## config.mk

```make
export PLATFORM = sky130hd
export DESIGN_NAME = pipeline_stall_ctrl
export DESIGN_NICKNAME = d
export VERILOG_FILES = /design/src/rtl/pipeline_stall_ctrl_pkg.sv /design/src/rtl/pipeline_stall_ctrl_sat_counter.sv /design/src/rtl/pipeline_stall_ctrl.sv
export SDC_FILE = /design/constraint.sdc
export NUM_CORES = 1
export LEC_CHECK = 0
export CAP_MARGIN = 20
export CORE_MARGIN = 3
export CORE_UTILIZATION = 33
export DETAILED_ROUTE_END_ITERATION = 8
export PLACE_DENSITY = 0.54
export SLEW_MARGIN = 10
export SYNTH_ARGS = -nofsm -noshare
export SYNTH_HDL_FRONTEND = slang
export SYNTH_SLANG_ARGS = --single-unit
```

## constraint.sdc

```tcl
create_clock -name clk -period 7.5 [get_ports clk]
set_input_delay 1.5 -clock clk [delete_from_list [all_inputs] [get_ports clk]]
set_output_delay 1.5 -clock clk [all_outputs]
set_load 0.01 [all_outputs]
```

## src/rtl/pipeline_stall_ctrl_pkg.sv

```systemverilog
// Shared pipeline definitions for the 3-stage core.
// Stall controller state encoding and the canonical NOP.
package pipeline_stall_ctrl_pkg;

  typedef enum logic [1:0] {
    RUN,
    MEM_WAIT,
    FLUSH
  } stall_state_e;

  localparam logic [31:0] NOP_INSN = 32'h0000_0013;

endpackage

```

## src/rtl/pipeline_stall_ctrl_sat_counter.sv

```systemverilog
// Saturating event counter for pipeline performance stats.
// Holds at all-ones instead of wrapping.
module sat_counter #(
  parameter int CNT_W = 32
) (
  input  logic             clk,
  input  logic             rst,
  input  logic             inc,
  output logic [CNT_W-1:0] cnt
);

  always_ff @(posedge clk) begin
    if (rst) begin
      cnt <= '0;
    end else if (inc && (cnt != '1)) begin
      cnt <= cnt + 1'b1;
    end
  end

endmodule

```

## src/rtl/pipeline_stall_ctrl.sv

```systemverilog
// Turns hazard stall/flush requests and dmem wait states
// into per-stage enable/bubble controls for the pipeline.
module pipeline_stall_ctrl
  import pipeline_stall_ctrl_pkg::*;
#(
  parameter int FLUSH_CYCLES = 1,
  parameter int TIMEOUT      = 16,
  parameter int CNT_W        = 32
) (
  input  logic             clk,
  input  logic             rst,
  input  logic             stall_req,
  input  logic             flush_req,
  input  logic             dmem_req,
  input  logic             dmem_ack,
  output logic             pc_en,
  output logic             if_ex_en,
  output logic             if_ex_bubble,
  output logic             ex_wb_en,
  output logic             ex_wb_bubble,
  output logic             mem_err,
  output logic [CNT_W-1:0] stall_cnt,
  output logic [CNT_W-1:0] flush_cnt
);

  localparam int WC_W = $clog2(TIMEOUT + 1);
  localparam logic [WC_W-1:0] WC_LAST = WC_W'(TIMEOUT - 1);
  localparam logic [1:0] FC_INIT = 2'(FLUSH_CYCLES - 1);

  stall_state_e    state_q;
  logic [1:0]      fc_q;
  logic [WC_W-1:0] wc_q;
  logic            mem_err_q;
  logic            mem_go;
  logic            flush_acc;

  assign mem_go  = dmem_req && !dmem_ack;
  assign mem_err = mem_err_q;

  always_comb begin
    pc_en        = 1'b1;
    if_ex_en     = 1'b1;
    if_ex_bubble = 1'b0;
    ex_wb_en     = 1'b1;
    ex_wb_bubble = 1'b0;
    flush_acc    = 1'b0;
    priority case (1'b1)
      rst: begin
        pc_en        = 1'b0;
        if_ex_en     = 1'b0;
        ex_wb_en     = 1'b0;
        if_ex_bubble = 1'b1;
        ex_wb_bubble = 1'b1;
      end
      (state_q == MEM_WAIT) || mem_go: begin
        pc_en    = 1'b0;
        if_ex_en = 1'b0;
        ex_wb_en = 1'b0;
      end
      state_q == FLUSH: begin
        if_ex_bubble = 1'b1;
      end
      stall_req: begin
        pc_en        = 1'b0;
        if_ex_en     = 1'b0;
        ex_wb_bubble = 1'b1;
      end
      flush_req: begin
        if_ex_bubble = 1'b1;
        flush_acc    = 1'b1;
      end
      default: ;
    endcase
  end

  always_ff @(posedge clk) begin
    if (rst) begin
      state_q   <= RUN;
      fc_q      <= '0;
      wc_q      <= '0;
      mem_err_q <= 1'b0;
    end else begin
      mem_err_q <= 1'b0;
      unique case (state_q)
        RUN: begin
          if (mem_go) begin
            state_q <= MEM_WAIT;
            wc_q    <= WC_W'(1);
          end else if (flush_acc && (FLUSH_CYCLES > 1)) begin
            state_q <= FLUSH;
            fc_q    <= FC_INIT;
          end
        end
        FLUSH: begin
          // freeze keeps the remaining flush count for after the ack
          if (mem_go) begin
            state_q <= MEM_WAIT;
            wc_q    <= WC_W'(1);
          end else if (fc_q <= 2'd1) begin
            state_q <= RUN;
            fc_q    <= '0;
          end else begin
            fc_q <= fc_q - 2'd1;
          end
        end
        MEM_WAIT: begin
          if (dmem_ack || !dmem_req) begin
            wc_q    <= '0;
            state_q <= (fc_q != '0) ? FLUSH : RUN;
          end else if (wc_q == WC_LAST) begin
            mem_err_q <= 1'b1;
            wc_q      <= '0;
            fc_q      <= '0;
            state_q   <= RUN;
          end else begin
            wc_q <= wc_q + 1'b1;
          end
        end
        default: state_q <= RUN;
      endcase
    end
  end

  sat_counter #(.CNT_W(CNT_W)) u_stall_cnt (
    .clk (clk),
    .rst (rst),
    .inc (!pc_en && !rst),
    .cnt (stall_cnt)
  );

  sat_counter #(.CNT_W(CNT_W)) u_flush_cnt (
    .clk (clk),
    .rst (rst),
    .inc (flush_acc),
    .cnt (flush_cnt)
  );

endmodule

```

# Yosys cells after proc, flatten, opt, wreduce, memory -nomap -nowiden
# Cells that the tools add are included.
[totals] latch_bits=0 wordCells=77 output_inout_bits=70 ff_bits=74 mem_bits_rw=0 memories=0 rom_bits=0
[op_classes] n_mux=34 n_mul=0 n_bitwise=1 n_eq_ne=12 magnitude_cmp=1 n_div=0 addsub=4 shift=0 n_reduce_logical=19
[ops] op="$add 32x1->32 const B" n=2
[ops] op="$ne 32x32->1 const B" n=2
[ops] op="$mux 1" n=19
[ops] op="$mux 2" n=9
[ops] op="$mux 5" n=3
[ops] op="$pmux 5 s2" n=1
[ops] op="$ne 2x2->1 const B" n=3
[ops] op="$pmux 2 s3" n=1
[ops] op="$reduce_bool 2->1" n=3
[ops] op="$add 5x1->5 const B" n=1
[ops] op="$eq 5x4->1 const B" n=1
[ops] op="$logic_and 1x1->1" n=4
[ops] op="$logic_not 1->1" n=4
[ops] op="$ne 2x1->1 const B" n=2
[ops] op="$pmux 2 s2" n=1
[ops] op="$reduce_and 4->1" n=1
[ops] op="$ne 3x1->1 const B" n=1
[ops] op="$ne 3x2->1 const B" n=1
[ops] op="$reduce_and 3->1" n=1
[ops] op="$reduce_or 3->1" n=1
[ops] op="$eq 2x1->1 const B" n=1
[ops] op="$eq 2x2->1 const B" n=1
[ops] op="$le 2x1->1 const B" n=1
[ops] op="$logic_not 2->1" n=1
[ops] op="5 further kinds" n=6

# Longest topological paths before layout
[depth] ltp_word=8 mapped_depth=8 mapped_depth_nobuf=6

# By module
# From an unflattened synthesis, not the netlist that was laid out.
[hier_totals] hier_cells=474 area_unflattened_um2=3947.5
[modules_own_cells] mod="sat_counter" area_per_inst_um2=1674.1 cells_each=199 instances=2 seq_area_each_um2=640.6
[modules_own_cells] mod="pipeline_stall_ctrl" area_per_inst_um2=599.3 cells_each=76 instances=1 seq_area_each_um2=200.2

# Worst setup path after synthesis
# No wires, ideal clock.
[synth_path] kind="input to output" start="input port rst" end="output port pc_en" t_required_ns=6.000 path_buffers=4 path_slack_ns=3.343 arrival_ns=2.657 stages=5 path_cell_list="clkbuf_1 -> buf_1 -> clkbuf_1 -> nor3_1 -> buf_4"
[synth_between] elab_chain_cells=1
[synth_rtl] element="from (decl)" line="pipeline_stall_ctrl.sv:11" source="input logic rst,"
[synth_rtl] element="$mux 1"
[synth_rtl] element="to (decl)" line="pipeline_stall_ctrl.sv:16" source="output logic pc_en,"
# Every way passes these cells.

# Worst setup path after layout
[layout_path] start="input port stall_req" end="output port if_ex_bubble"
[layout_between] elab_chain_cells=4
[layout_rtl] element="from (decl)" line="pipeline_stall_ctrl.sv:12" source="input logic stall_req,"
[layout_rtl] element="$mux 1 (4 in series)" line="pipeline_stall_ctrl.sv:47" source="priority case (1'b1)"
[layout_rtl] element="to (decl)" line="pipeline_stall_ctrl.sv:18" source="output logic if_ex_bubble,"
# Every way passes these cells.

==> results.sh <==
export IMPL_outcome="completed"
export IMPL_crit_slowest_cell="clkdlybuf4s50_1"
export IMPL_clk_path_buf_depth=2
export IMPL_grt_util_all_layers=0.154
export IMPL_h_tree_depth=3
export IMPL_holdWs_ns=0.489
export IMPL_pin_count=76
export IMPL_finClkSkew_ns=0.00803
export IMPL_worst_path_buf_inv=2
export IMPL_maxSlewHeadroom=0.319
export IMPL_seq_area_um2=1480
export IMPL_fillCellCount=1128
export IMPL_die_w_um=112
export IMPL_synth_edf_count=0
export IMPL_gp_congestion=0.827
export IMPL_cpLargestDelayFamily="buffers and inverters"
export IMPL_worst_slack_ns=2.61
export IMPL_syn_area_um2=3720
export IMPL_max_clock_freq_ghz=0.205
export IMPL_fin_crit_ns=4.89
export IMPL_cp_data_arrival_time_ns=3.39
export IMPL_hp_class="flip-flop to flip-flop"
export IMPL_critPathKind="input pin to output port"
export IMPL_grt_max_degree=47
export IMPL_rows=38
export IMPL_core_um2=10900
export IMPL_cts_sinks=74
export IMPL_synthTopCellsByArea="dfxtp_1 (40%), or3_1 (7.7%), a21oi_1 (7.1%), o21ai_0 (5.9%), nand4_1 (2.9%)"
export IMPL_grt_antenna_before_repair=0
export IMPL_overflow=0
export IMPL_chipHeight_um=112
export IMPL_maxCapViolations=0
export IMPL_cp_required_ns=6.00
export IMPL_synth_top_area_cell="dfxtp_1"
export IMPL_critPathLaunchType="input pin"
export IMPL_numCtsBuffers=9
export IMPL_p_leak_nw=1.49
export IMPL_avgSynthCellArea_um2=8.19
export IMPL_synthFlopType="dfxtp_1"
export IMPL_ir_drop_mv=0.0883
export IMPL_routed_wl_um=9860
export IMPL_yosysWarningCount=0
export IMPL_cts_setup_buffers=0
export IMPL_drtPass1Iterations=4
export IMPL_syn2layout_area_growth_pct=31.9
export IMPL_worstPathMaxFanout=5
export IMPL_wire_per_inst_um=14.8
export IMPL_cts_resized=0
export IMPL_netlist_instances=454
export IMPL_placed_cell_area_um2=4590
export IMPL_vias=3698
export IMPL_root_buffer="clkbuf_16"
export IMPL_crit_top_cell="clkdlybuf4s50_1"
export IMPL_path_clk_slew_ns=0.05
export IMPL_setup_tns_final_ns=0
export IMPL_placement_io_buffers=75
export IMPL_die_area_um2=12600
export IMPL_hold_viol=0
export IMPL_cp_startpoint="stall_req"
export IMPL_clk_latency_ns=0.33
export IMPL_power_density_nw_per_um2=184
export IMPL_drt_iter0_drc=127
export IMPL_synth_async_sr_flop_share=0
export IMPL_cts_tree="yes"
export IMPL_diodes=0
export IMPL_hold_start="fc_q[1]"
export IMPL_timing_worst_slew_pin_value_ns=1.01
export IMPL_start_util=0.340
export IMPL_final_cell_mix="dfxtp_1 (74), clkdlybuf4s50_1 (74), a21oi_1 (53)"
export IMPL_finish_utilization=0.449
export IMPL_final_nets=532
export IMPL_yosysSeqAreaShare=0.398
export IMPL_synth_top_cell_area_share=0.398
export IMPL_multiInputGateArea_um2=2090
export IMPL_grt_pass1_wl_um=16400
export IMPL_fin_area_um2=4910
export IMPL_cts_hold_buf=0
export IMPL_r2r_start="u_flush_cnt.cnt[0]"
export IMPL_end_kind="output port"
export IMPL_vias_per_cell=5.54
export IMPL_postSynthNetCount=463
export IMPL_rsz0062_at_grt="false"
export IMPL_post_route_period_util=0.652
export IMPL_dpl_hpwl_um=6930
export IMPL_slowest_delay_ns=0.59
export IMPL_ys_seq_elements=74
export IMPL_slew_viol_final=0
export IMPL_ant_nets=0
export IMPL_drc=0
export IMPL_ys_types=50
export IMPL_setup_viol=0
export IMPL_crit_path_cell_trace="clkdlybuf4s50_1 > nand2b_1 > maj3_1 > o21ai_0 > clkdlybuf4s50_1"
export IMPL_drive_above_1_share=0.0663
export IMPL_grt_pass1_vias=3487
export IMPL_place_ws_ns=2.61
==> cell type report <==
class | count | share of cell area
clock buffers | 11 | 0.0495
clock inverters | 5 | 0.0158
inverters | 13 | 0.00995
multi-input cells | 344 | 0.426
flip-flops and latches | 74 | 0.302
well taps | 140 | 0.0357
repair buffers | 81 | 0.161
==> synth_stat cells, types with 9 or more instances <==
cell / count
or4_1: 10
or3_1: 46
nor2b_1: 9
nor2_1: 25
nand3_1: 21
clkbuf_1: 13
o31ai_1: 9
nand2_1: 25
a21oi_1: 53
inv_1: 13
nand4_1: 17
o21ai_0: 44
dfxtp_1: 74
==> routing by layer <==
metal,GRT usage,vias to the layer above,wire length [um],share of wire
li1,-,1858,-,-
met1,0.188,1736,4580,0.46
met2,0.265,89,4620,0.47
met3,0.0453,15,509,0.052
met4,0.0425,0,147,0.015
met5,0,-,0,0
==> metrics by stage <==
| step | cells | total power [mW] |
|---|---|---|
| after global placement | 652 | 0.446 |
| final | 668 | 0.900 |
| after floorplan | 454 | 0.430 |
| after CTS | 668 | 0.915 |
| after detailed placement | 652 | 0.447 |
| after global routing | 668 | 0.937 |
==> cell families (layout without fill, tap and decap cells) <==
group,Yosys count,in the layout,share of synthesized area
buffers and inverters,36,110,0.0431
multiplexers,7,7,0.0209
flip-flops,74,74,0.398
AO/OA/AOI/OAI,131,131,0.205
XOR/XNOR,8,8,0.0188
AND/OR/NAND/NOR,193,193,0.299
adder cells (fa/ha/maj),5,5,0.0155
==> power by group <==
group / switching (mW) / total [mW] / internal, mW
clock network: 0.163 / 0.463 / 0.299
registers: 0.00371 / 0.399 / 0.396
logic: 0.0228 / 0.0384 / 0.0157
total: 0.190 / 0.900 / 0.711
==> flip-flops by register name, summed over array words and instances, names as in the netlist <==
name / count
mem_err: 1
u_stall_cnt.cnt: 32
fc_q: 2
state_q: 2
u_flush_cnt.cnt: 32
wc_q: 5
==> worst register-to-register path: cells and delay by family, from the launching register on <==
family	cells	cell delay (ns)
buffers and inverters	1	0.33
DFF	1	0.44
AOI/OAI and AO/OA	1	0.84
adders and majority gates	1	0.31
muxes	1	0.20
and+or+nand+nor	3	0.78
==> final timing paths <==
| kind | to | cells after the start | slack, ns |
|---|---|---|---|
| setup reg to reg | u_flush_cnt.cnt[1] | 7 | 4.46 |
| hold / removal | state_q[1] | 2 | 0.49 |
| setup / recovery | if_ex_bubble | 5 | 2.61 |
| hold reg to reg | state_q[1] | 2 | 0.49 |
Power figures use the tool's default switching activity.
